**config.mk**
```make
export PLATFORM = sky130hd
export DESIGN_NAME = gouram_trace_merge
export DESIGN_NICKNAME = d
export VERILOG_FILES = /design/src/rtl/gouram_trace_merge.sv
export SDC_FILE = /design/constraint.sdc
export NUM_CORES = 1
export LEC_CHECK = 0
export ABC_AREA = 1
export ABC_CLOCK_PERIOD_IN_PS = 8900
export CORE_ASPECT_RATIO = 1.25
export CORE_MARGIN = 2
export CORE_UTILIZATION = 35
export DETAILED_ROUTE_END_ITERATION = 16
export PLACE_DENSITY = 0.55
export SLEW_MARGIN = 30
export SYNTH_ARGS = -nofsm -noshare
export SYNTH_HDL_FRONTEND = slang
export SYNTH_SLANG_ARGS = --single-unit
export TNS_END_PERCENT = 10
```
**constraint.sdc**
```tcl
create_clock -name clk -period 8.9 [get_ports clk]
set_input_delay 0.89 -clock clk [delete_from_list [all_inputs] [get_ports clk]]
set_output_delay 0.89 -clock clk [all_outputs]
set_load 0.02 [all_outputs]
```
**src/rtl/gouram_trace_merge.sv**
```systemverilog
// gouram_trace_merge
// Multi-channel trace record merger. Completed trace records from
// NUM_CHANNELS trackers are arbitrated round-robin, stamped with a shared
// free-running cycle timestamp and buffered in a FIFO with a valid/ready
// output. Per-channel tight-loop detection either locks capture (one-shot
// mode) or drops the repeated records (continuous mode).
//
// Ports:
//   clk, rst_n            clock, synchronous active-low reset
//   ch_valid/addr/data    per-channel record inputs (packed, channel i at slice i)
//   ch_ready              one-hot accept for the current cycle
//   mode_oneshot          1 = lock on repeat, 0 = suppress repeats
//   unlock                pulse: clear lock and all run counters
//   out_valid/out_ready   FIFO head handshake
//   out_addr/data/chan/ts head record fields
//   capture_enable, lock  capture status
//   stall_cycles          saturating count of cycles a valid channel was refused
//   timestamp             current cycle counter
module gouram_trace_merge #(
  parameter int NUM_CHANNELS = 2,
  parameter int ADDR_WIDTH   = 16,
  parameter int DATA_WIDTH   = 32,
  parameter int FIFO_DEPTH   = 8,
  parameter int TS_WIDTH     = 32,
  parameter int REPEAT_LIMIT = 4,
  localparam int CHW = (NUM_CHANNELS > 1) ? $clog2(NUM_CHANNELS) : 1
) (
  input  logic                               clk,
  input  logic                               rst_n,
  input  logic [NUM_CHANNELS-1:0]            ch_valid,
  input  logic [NUM_CHANNELS*ADDR_WIDTH-1:0] ch_addr,
  input  logic [NUM_CHANNELS*DATA_WIDTH-1:0] ch_data,
  output logic [NUM_CHANNELS-1:0]            ch_ready,
  input  logic                               mode_oneshot,
  input  logic                               unlock,
  output logic                               out_valid,
  input  logic                               out_ready,
  output logic [ADDR_WIDTH-1:0]              out_addr,
  output logic [DATA_WIDTH-1:0]              out_data,
  output logic [CHW-1:0]                     out_chan,
  output logic [TS_WIDTH-1:0]                out_ts,
  output logic                               capture_enable,
  output logic                               lock,
  output logic [15:0]                        stall_cycles,
  output logic [TS_WIDTH-1:0]                timestamp
);

  localparam int PW = $clog2(FIFO_DEPTH);
  localparam int RW = $clog2(REPEAT_LIMIT + 1);

  typedef enum logic {ST_CAPTURE, ST_LOCKED} state_t;
  state_t state, state_nxt;

  logic [CHW-1:0]        rr_ptr;
  logic [CHW-1:0]        grant_idx;
  logic                  grant_any;
  logic [ADDR_WIDTH-1:0] sel_addr;
  logic [DATA_WIDTH-1:0] sel_data;
  logic [ADDR_WIDTH-1:0] sel_last;
  logic [RW-1:0]         sel_run;
  logic [RW-1:0]         run_new;
  logic                  repeat_hit;
  logic                  can_push;
  logic                  push;
  logic                  pop;
  logic                  lock_evt;

  logic [RW-1:0]         run       [NUM_CHANNELS];
  logic [ADDR_WIDTH-1:0] last_addr [NUM_CHANNELS];

  logic [ADDR_WIDTH-1:0] mem_addr [FIFO_DEPTH];
  logic [DATA_WIDTH-1:0] mem_data [FIFO_DEPTH];
  logic [CHW-1:0]        mem_chan [FIFO_DEPTH];
  logic [TS_WIDTH-1:0]   mem_ts   [FIFO_DEPTH];
  logic [PW-1:0]         wr_ptr, rd_ptr;
  logic [PW:0]           count;

  assign capture_enable = (state == ST_CAPTURE);
  assign lock           = (state == ST_LOCKED);
  assign out_valid      = (count != '0);
  assign pop            = out_valid && out_ready;
  assign can_push       = capture_enable && ((count < (PW+1)'(FIFO_DEPTH)) || pop);

  // Round-robin: first pass covers channels at/after rr_ptr, second pass
  // wraps to the lower channels; this avoids a modulo on the index.
  always_comb begin
    grant_any = 1'b0;
    grant_idx = '0;
    sel_addr  = '0;
    sel_data  = '0;
    sel_last  = '0;
    sel_run   = '0;
    for (int unsigned i = 0; i < NUM_CHANNELS; i++) begin
      if (!grant_any && can_push && ch_valid[i] && (CHW'(i) >= rr_ptr)) begin
        grant_any = 1'b1;
        grant_idx = CHW'(i);
        sel_addr  = ch_addr[i*ADDR_WIDTH +: ADDR_WIDTH];
        sel_data  = ch_data[i*DATA_WIDTH +: DATA_WIDTH];
        sel_last  = last_addr[i];
        sel_run   = run[i];
      end
    end
    for (int unsigned i = 0; i < NUM_CHANNELS; i++) begin
      if (!grant_any && can_push && ch_valid[i]) begin
        grant_any = 1'b1;
        grant_idx = CHW'(i);
        sel_addr  = ch_addr[i*ADDR_WIDTH +: ADDR_WIDTH];
        sel_data  = ch_data[i*DATA_WIDTH +: DATA_WIDTH];
        sel_last  = last_addr[i];
        sel_run   = run[i];
      end
    end
    for (int unsigned i = 0; i < NUM_CHANNELS; i++) begin
      ch_ready[i] = grant_any && (grant_idx == CHW'(i));
    end
  end

  always_comb begin
    run_new = RW'(1);
    if (sel_addr == sel_last) begin
      run_new = (sel_run >= RW'(REPEAT_LIMIT)) ? RW'(REPEAT_LIMIT) : sel_run + RW'(1);
    end
    repeat_hit = (run_new == RW'(REPEAT_LIMIT));
    // Continuous mode still handshakes a repeated record but never stores it.
    push       = grant_any && !(!mode_oneshot && repeat_hit);
    lock_evt   = grant_any && mode_oneshot && repeat_hit;
  end

  always_comb begin
    state_nxt = state;
    if (unlock) begin
      state_nxt = ST_CAPTURE;
    end else if (lock_evt) begin
      state_nxt = ST_LOCKED;
    end
  end

  always_ff @(posedge clk) begin
    if (!rst_n) begin
      state        <= ST_CAPTURE;
      rr_ptr       <= '0;
      timestamp    <= '0;
      stall_cycles <= '0;
      wr_ptr       <= '0;
      rd_ptr       <= '0;
      count        <= '0;
      for (int unsigned i = 0; i < NUM_CHANNELS; i++) begin
        run[i]       <= '0;
        last_addr[i] <= '0;
      end
    end else begin
      state     <= state_nxt;
      timestamp <= timestamp + TS_WIDTH'(1);
      if (|ch_valid && !can_push && (stall_cycles != '1)) begin
        stall_cycles <= stall_cycles + 16'd1;
      end
      if (grant_any) begin
        rr_ptr <= (grant_idx == CHW'(NUM_CHANNELS - 1)) ? '0 : grant_idx + CHW'(1);
      end
      for (int unsigned i = 0; i < NUM_CHANNELS; i++) begin
        if (unlock) begin
          run[i] <= '0;
        end else if (grant_any && (grant_idx == CHW'(i))) begin
          run[i] <= run_new;
        end
        if (grant_any && (grant_idx == CHW'(i))) begin
          last_addr[i] <= sel_addr;
        end
      end
      if (push) wr_ptr <= wr_ptr + PW'(1);
      if (pop)  rd_ptr <= rd_ptr + PW'(1);
      if (push && !pop) begin
        count <= count + (PW+1)'(1);
      end else if (pop && !push) begin
        count <= count - (PW+1)'(1);
      end
    end
  end

  always_ff @(posedge clk) begin
    if (push) begin
      mem_addr[wr_ptr] <= sel_addr;
      mem_data[wr_ptr] <= sel_data;
      mem_chan[wr_ptr] <= grant_idx;
      mem_ts[wr_ptr]   <= timestamp;
    end
  end

  assign out_addr = mem_addr[rd_ptr];
  assign out_data = mem_data[rd_ptr];
  assign out_chan = mem_chan[rd_ptr];
  assign out_ts   = mem_ts[rd_ptr];

endmodule

```
Word-level counts from Yosys, hierarchy flattened
Memories as Yosys holds them, arrays and structs flattened. A register that Yosys moved wholly into a read port is not among the register bits. Cells that the tools add are included.

Add/sub/neg operators: 8. Magnitude comparators: 4. Eq/ne operators: 3. Mux-type cells: 60. Bitwise gates (word level): 9. Reductions and logical operators: 34.

Operators with widths (count): 2-to-1 mux 16 bit (10); 2-to-1 mux 32 bit (4); 2-to-1 mux 3 bit (18); adder 32 x 1 -> 32 bit, second input constant (1); 2-to-1 mux 1 bit (26); logical AND 1 bit (21); adder 16 x 1 -> 16 bit, second input constant (1); == test 16 bit (1); inequality test 16 bit, second input constant (1); adder 3 x 1 -> 3 bit, second input constant (3); logical NOT 1 bit (8); 2-to-1 mux 4 bit (2); OR 1 bit (6); adder 4 x 1 -> 4 bit, second input constant (1); less-than comparator 4 bit, second input constant (1); nonzero test 4 bit (1); OR reduction 2 bit (2); subtractor 4 x 1 -> 4 bit, second input constant (1); == test 3 bit, second input constant (1); greater-or-equal comparator 3 bit, second input constant (1); NOT 1 bit (3); greater-or-equal comparator 1 bit, first input constant (2); nonzero test 2 bit (1); adder 1 bit, second input constant (1); logical OR 1 bit (1).

Register bits: 60. RAM bits: 686. Input bits: 103. Output and inout port bits: 134. Logic and storage cells: 131. Memories: 6.

Memories: mem_data (words 8, bits a word 32, rd ports 1, clocked after memory_dff 1, wr ports 1, line 72) `logic [DATA_WIDTH-1:0] mem_data [FIFO_DEPTH];`; mem_ts (words 8, bits a word 32, rd ports 1, clocked after memory_dff 1, wr ports 1, line 74) `logic [TS_WIDTH-1:0] mem_ts [FIFO_DEPTH];`; mem_addr (words 8, bits a word 16, rd ports 1, clocked after memory_dff 1, wr ports 1, line 71) `logic [ADDR_WIDTH-1:0] mem_addr [FIFO_DEPTH];`; last_addr (words 2, bits a word 16, rd ports 2, clocked after memory_dff 0, wr ports 2, line 69) `logic [ADDR_WIDTH-1:0] last_addr [NUM_CHANNELS];`; mem_chan (words 8, bits a word 1, rd ports 1, clocked after memory_dff 1, wr ports 1, line 73) `logic [CHW-1:0] mem_chan [FIFO_DEPTH];`; run (words 2, bits a word 3, rd ports 2, clocked after memory_dff 0, wr ports 2, line 68) `logic [RW-1:0] run [NUM_CHANNELS];`.

Longest topological paths before layout
Gate-level depths: netlist of the first run.

Word-level depth: 31. Gate-level depth with buffers: 29. Gate-level depth less buffers: 28.

Least setup slack after synthesis of the first run
Ideal clock, no wire load.

Kind: input to register. Start point: input out_ready. End point: memory mem_addr[4][0], enable pin. Setup time: 621 ps. Data arrival time: 7774 ps. Required time: 8279 ps. Slack: 506 ps. Stages: 12. Cell sequence: inv_2 -> nand2_4 -> nand4_2 -> nand2_8 -> inv_2 -> buf_4 -> a22o_1 -> ha_1 -> o21ai_1 -> nand4_4 -> nand2_4 -> nor3_1.

Word-level cells in the longest chain between the ends: 28. Elaborated cells on any way between the ends: 42. Those cells by class: 1 x add/sub; 1 x order compare; 2 x eq/ne; 20 x mux; 18 x reduce/logical.

RTL lines: start, declared (line 37) `input logic out_ready,`; logical AND 1 bit (*) (line 81) `assign pop = out_valid && out_ready;`; logical OR 1 bit (*) (line 82) `assign can_push = capture_enable && ((count < (PW+1)'(FIFO_DEPTH)) || pop);`; logical AND 1 bit (*) (line 82); logical AND 1 bit (2 in a row) (line 94) `if (!grant_any && can_push && ch_valid[i] && (CHW'(i) >= rr_ptr)) begin`; 2-to-1 mux 1 bit (line 94); logical NOT 1 bit (line 94); logical AND 1 bit (3 in a row) (line 94); 2-to-1 mux 1 bit (line 94); [... 9 more ...]; 2-to-1 mux 3 bit (line 121) `run_new = (sel_run >= RW'(REPEAT_LIMIT)) ? RW'(REPEAT_LIMIT) : sel_run + RW'(1);`; 2-to-1 mux 3 bit (line 120) `if (sel_addr == sel_last) begin`; == test 3 bit (line 123) `repeat_hit = (run_new == RW'(REPEAT_LIMIT));`; logical AND 1 bit (line 125) `push = grant_any && !(!mode_oneshot && repeat_hit);`; logical NOT 1 bit (line 125); logical AND 1 bit (*) (line 125); 2-to-1 mux 1 bit (*) (line 181) `if (push) begin`; 2-to-1 mux 1 bit (not written as such) (*) (line 182) `mem_addr[wr_ptr] <= sel_addr;`; end, declared (line 71).

Mark *: on every way between the ends. The rest lies on a longest branch, timed or not.

==> results of run 1 <==
==> power breakdown <==
part           switching (mW)  internal, mW
logic                    1.85         0.956
clock network            1.31          1.89
registers               0.133          4.26
==> Yosys cell counts (2+ instances only) <==
cell | count | area share
nor2_1 | 703 | 0.086
edfxtp_1 | 686 | 0.67
o21ai_0 | 351 | 0.057
nand2_1 | 161 | 0.020
inv_1 | 124 | 0.015
clkbuf_1 | 119 | 0.015
o22ai_1 | 84 | 0.017
a31oi_1 | 82 | 0.017
dfxtp_1 | 63 | 0.041
a21oi_1 | 48 | 0.0079
a22o_1 | 33 | 0.0094
buf_1 | 18 | 0.0022
nand3_1 | 18 | 0.0029
nor3_1 | 16 | 0.0026
inv_2 | 14 | 0.0017
xor2_1 | 12 | 0.0034
o21ai_1 | 11 | 0.0018
ha_1 | 9 | 0.0037
nand4_1 | 8 | 0.0016
o21a_1 | 8 | 0.0020
nor4_1 | 7 | 0.0014
nor2_4 | 5 | 0.0018
nor3b_1 | 5 | 0.0012
buf_2 | 4 | 0.00065
buf_4 | 4 | 0.00098
buf_6 | 3 | 0.0011
clkinv_1 | 3 | 0.00037
nand2_4 | 3 | 0.0011
nor2_2 | 3 | 0.00061
o21ai_2 | 3 | 0.00086
xnor2_1 | 3 | 0.00086
a21oi_2 | 2 | 0.00057
and3_1 | 2 | 0.00041
nand3_2 | 2 | 0.00065
==> metrics by stage <==
stage	cell area [sq um]	total power, mW	setup WS (ps)	hold slack (ps)	std cells
3_3_place_gp	34100	7.26	3120	444	3916
4_1_cts	36600	10.5	3230	474	4055
6_report	36600	10.4	3340	475	4056
5_1_grt	36600	10.9	3060	500	4055
3_5_place_dp	34100	7.32	2940	464	3916
2_1_floorplan	30600	6.14	506	433	2632
==> state kept, by name, indices dropped and copies added (netlist names), named ones only <==
register,cells
run,6
mem_chan,8
wr_ptr,3
rr_ptr,1
lock,1
stall_cycles,16
mem_ts,256
rd_ptr,3
mem_data,256
timestamp,32
last_addr,32
count,4
mem_addr,128
==> layout make-up <==
class	count	area (sq um)
fill	8125	50300
sequential	749	21900
multi-input combinational	1593	7640
timing repair buffer	265	2580
clock buffer	90	2070
tap	1168	1460
inverter	141	547
clock inverter	49	455
antenna	1	2.50
==> kinds of logic after synthesis <==
family          Yosys count  share of synthesized area
simple gates            942                      0.125
compound gates          626                      0.115
buf+inv                 290                     0.0373
fa+ha+maj                10                    0.00433
xor+xnor                 15                    0.00429
flops                   749                      0.714
==> routing by layer <==
layer | vias to the layer above | track usage | routed length, microns
met2 | 528 | 0.299 | 39600
met4 | 0 | 0.0545 | 1770
li1 | 9728 | - | -
met3 | 112 | 0.0217 | 3740
met1 | 10100 | 0.221 | 33000
met5 | - | 0 | 0
==> worst max-delay path, cell delays in order (launching register included) <==
cell and delay, ps:
dfxtp_4 710, buf_4 750, buf_6 700, o21ai_0 210
o22ai_1 200, nor2_1 60, a31oi_1 510, clkdlybuf4s50_1 720
==> worst max-delay path by stage <==
stage | cells after the start | startpoint | slack [ps] | to
detailed placement | 29 | out_ready | 2940 | count[3]$_SDFFE_PN0P_
floorplan | 12 | out_ready | 510 | mem_addr[4][0]$_DFFE_PP_
finish | 7 | flip-flop | 3340 | out_chan
global placement | 29 | out_ready | 3120 | count[3]$_SDFFE_PN0P_
global route | 7 | flip-flop | 3060 | out_chan
CTS | 7 | flip-flop | 3230 | out_ts[22]
==> results.py, run 1 <==
metrics = {
    "cells_and_area": {
        "drive_above_1_share": 0.0648,
        "nets": 2940,
        "layout_commonest_cell": "nor2_1",
        "syn2layout_area_growth_pct": 19.7,
        "final_cell_mix": "699 x nor2_1, 686 x edfxtp_1, 351 x o21ai_0",
        "fin_util": 0.422,
    },
    "synthesis": {
        "seq_area_frac_synth": 0.714,
        "synth_nets": 2745,
        "synth-edff-count": 686,
        "yosys_warnings": 0,
        "ys_ff_latch": 749,
        "async_flop_share": 0,
        "syn-cell-area_sq_um": 30600,
        "netlist_instances": 2632,
        "ys.flop_type": "edfxtp_1",
        "syn_avg_cell_area_sq_um": 11.6,
        "yosys.cell_types.count": 49,
    },
    "sta": {
        "finalCritPeriodShare": 0.625,
        "fmaxAchievable_mhz": 180,
        "fin_skew_ps": 21.9,
        "slew_headroom": 0.392,
        "slew_viol_final": 0,
        "hold_viol_final": 0,
        "tightest_slew_ps": 912,
        "finalSetupViolCount": 0,
        "finalCriticalPeriod_ps": 5560,
        "rsz0062_at_grt": "no",
        "totalNegativeSetupSlack_ps": 0,
    },
    "clocking": {
        "cts_made_buffers": 77,
        "post_cts_buffers": 0,
        "worstSkewPairLatency_ps": 630,
        "ctsResizeCount": 0,
        "ctsLongestPathBuffers": 3,
        "h-tree-depth": 3,
        "cts_sinks": 749,
        "cts_root_buf": "clkbuf_16",
        "cts_hold_buffers": 0,
        "clk_pin_slew_ps": 60,
        "cts_tree": "yes",
    },
    "die": {
        "die_area_sq_um": 89800,
        "pin_count": 237,
        "coreArea_sq_um": 86900,
        "std_cell_rows": 121,
        "start_util": 0.352,
        "fp.dieW_microns": 268,
        "die_y_microns": 335,
    },
    "outcome": {
        "status": "complete, no violations",
    },
    "drt": {
        "totalWireLength_microns": 78100,
        "wl_per_cell_microns": 19.3,
        "dr.pass1.iters": 5,
        "drt-vias-per-instance": 5.05,
        "vias": 20500,
        "drc": 0,
        "ant_nets": 0,
        "drtIter0Drc": 1531,
    },
    "setup_path": {
        "crit_arrival_ps": 4670,
        "rr_endpoint": "count[3]$_SDFFE_PN0P_",
        "required_ps": 8010,
        "cp-start-kind": "flip-flop",
        "regToRegSetupSlack_ps": 3970,
        "crit_path_end_kind": "output port",
        "r2r_start": "count[3]$_SDFFE_PN0P_",
        "worstRegToRegCells": 26,
        "worstSetupPathType": "flip-flop to output port",
        "critPathMaxFanout": 106,
    },
    "global_route": {
        "grt_pass1_wl_microns": 118000,
        "grt_pass1_vias": 20100,
        "grt_max_degree": 151,
        "grt-ovfl-total": 0,
        "globalRouteTotalUtil": 0.172,
        "antenna_found_initial": 0,
    },
    "place": {
        "numPortBuffers": 236,
        "routabilityCongestion": 0.798,
        "hpwl_microns": 44700,
    },
    "worst_hold_path": {
        "worstHoldStart": "rd_ptr[2]$_SDFFE_PN0P_",
        "hold_path_depth": 2,
        "hold_class": "flip-flop to flip-flop",
    },
    "pwr": {
        "p_leak_nw": 12.6,
        "power.density_nw_per_um2": 284,
        "peakVddDrop_mv": 0.171,
    },
    "flow_run": {
        "drv.max_cap_violation_count": 0,
    },
}
Note: power is estimated with default switching activity, not from simulation.
==> inputs of run 2 (changes only) <==
Settings changed: ABC_CLOCK_PERIOD_IN_PS 8900 to 5800, PLACE_DENSITY 0.55 to 0.53.
Clock period 8.9 ns to 5.8 ns, I/O delays scaled along.
==> results.py, run 2 (same netlist as run 1, synthesis figures left out) <==
metrics = {
    "global_route": {
        "met3_usage": 0.0261,
        "grt_pass1_wl_microns": 118000,
        "use_met1": 0.223,
        "grt_max_degree": 147,
        "grt-ovfl-total": 0,
        "top_usage_layer": "met2",
        "antenna_found_initial": 0,
        "grt_pass1_vias": 20100,
        "global_route.usage.met2": 0.291,
        "globalRouteTotalUtil": 0.170,
    },
    "clocking": {
        "cts_made_buffers": 77,
        "cts_hold_buffers": 0,
        "ctsResizeCount": 0,
        "ctsLongestPathBuffers": 3,
        "cts_sinks": 749,
        "h-tree-depth": 3,
        "cts_tree": "yes",
        "worstSkewPairLatency_ps": 630,
        "cts_root_buf": "clkbuf_16",
        "clk_pin_slew_ps": 60,
        "post_cts_buffers": 0,
    },
    "setup_path": {
        "critPathMaxFanout": 143,
        "cp-start-kind": "flip-flop",
        "required_ps": 5220,
        "r2r_start": "lock$_SDFFE_PP0P_",
        "crit_arrival_ps": 4250,
        "worstSetupPathType": "flip-flop to output port",
        "crit_path_end_kind": "output port",
    },
    "drt": {
        "totalWireLength_microns": 77600,
        "drt-vias-per-instance": 5.02,
        "dr.pass1.iters": 7,
        "ant_nets": 0,
        "vias": 20400,
        "drtIter0Drc": 1443,
        "drc": 0,
        "wl_per_cell_microns": 19.1,
    },
    "cells_and_area": {
        "top_regs": "mem_data: 256 flops, mem_ts: 256 flops, mem_addr: 128 flops",
        "seqCellArea_sq_um": 21900,
        "multi_input_area_sq_um": 7640,
        "layout_commonest_cell": "nor2_1",
        "final_cell_mix": "699 x nor2_1, 686 x edfxtp_1, 351 x o21ai_0",
        "antenna_cells": 0,
        "fill_cells": 8083,
        "stdcell_count": 4063,
        "drive_above_1_share": 0.0715,
        "nets": 2946,
        "syn2layout_area_growth_pct": 20.8,
    },
    "sta": {
        "finalCritPeriodShare": 0.833,
        "slew_viol_final": 0,
        "fin_skew_ps": 23.8,
        "fin_ws_ps": 966,
        "finalCriticalPeriod_ps": 4830,
        "hold_viol_final": 0,
        "slew_headroom": 0.391,
        "tightest_slew_ps": 914,
        "rsz0062_at_grt": "no",
        "fmaxAchievable_mhz": 207,
        "finalSetupViolCount": 0,
    },
    "outcome": {
        "status": "complete, no violations",
    },
    "worst_hold_path": {
        "worstHoldStart": "rd_ptr[2]$_SDFFE_PN0P_",
        "hold_class": "flip-flop to flip-flop",
    },
    "pwr": {
        "peakVddDrop_mv": 0.224,
        "clock_power_share": 0.316,
        "swShare": 0.314,
        "p_leak_nw": 12.7,
        "power.internal_mw": 11.1,
        "power.density_nw_per_um2": 438,
        "netSwitchingPower_mw": 5.09,
        "pwr-share-seq": 0.417,
        "pwr-share-comb": 0.267,
    },
    "place": {
        "dpl.cell_count": 3922,
        "post-place-ws_ps": 790,
        "hpwl_microns": 43000,
        "routabilityCongestion": 0.765,
        "numPortBuffers": 236,
    },
    "die": {
        "die_area_sq_um": 89800,
        "die_y_microns": 335,
        "pin_count": 237,
        "coreArea_sq_um": 86900,
        "std_cell_rows": 121,
        "start_util": 0.352,
        "fp.dieW_microns": 268,
    },
    "flow_run": {
        "drv.max_cap_violation_count": 0,
    },
}
## run 2: metal layers
layer | vias up | routed length (microns) | part of all wire
li1 | 9744 | - | -
met1 | 10100 | 34100 | 0.44
met2 | 432 | 38500 | 0.50
met3 | 103 | 3420 | 0.044
met4 | 0 | 1610 | 0.021
met5 | - | 0 | 0
## run 2: through the flow
| stage | hold WS [ps] | area [sq um] | power (mW) | setup TNS (ps) | utilization |
|---|---|---|---|---|---|
| 2_1_floorplan | 433 | 30600 | 9.41 | -778190 | - |
| 3_3_place_gp | 452 | 34300 | 11.2 | 0 | 0.395 |
| 3_5_place_dp | 450 | 34300 | 11.2 | 0 | 0.395 |
| 4_1_cts | 460 | 37000 | 16.4 | 0 | 0.425 |
| 5_1_grt | 505 | 37000 | 17.0 | 0 | 0.425 |
| 6_report | 458 | 37000 | 16.2 | 0 | 0.425 |
## run 2: area by class of cell
| class | count | area share |
|---|---|---|
| flip-flops and latches | 749 | 0.592 |
| repair buffers | 271 | 0.0762 |
| inverters | 141 | 0.0147 |
| multi-input cells | 1593 | 0.207 |
| clock buffers | 92 | 0.0551 |
| clock inverters | 49 | 0.0160 |
| well taps | 1168 | 0.0395 |
## run 2: path summary, 6_finish.rpt
kind,to,slack (ps),depth (start not counted)
hold / removal,flip-flop,460,2
setup / recovery,out_addr[9],970,7
hold reg to reg,flip-flop,460,2
setup reg to reg,count[3]$_SDFFE_PN0P_,1500,21
## run 2: worst max-delay path: stages, from the launching register on
cell and delay [ps]:
dfxtp_4 880, buf_12 570, buf_16 400, o21ai_0 170, o22ai_1 170, nor2_1 50, a31oi_1 430, clkdlybuf4s50_1 710
## run 2: power groups by stage
| stage | clock network, mW | logic, mW | registers [mW] |
|---|---|---|---|
| finish | 5.13 | 4.32 | 6.75 |
| global route | 5.47 | 4.75 | 6.80 |
| CTS | 5.26 | 4.40 | 6.76 |
| detailed placement | 0 | 4.38 | 6.87 |
| global placement | 0 | 4.31 | 6.85 |
| floorplan | 0 | 2.60 | 6.81 |
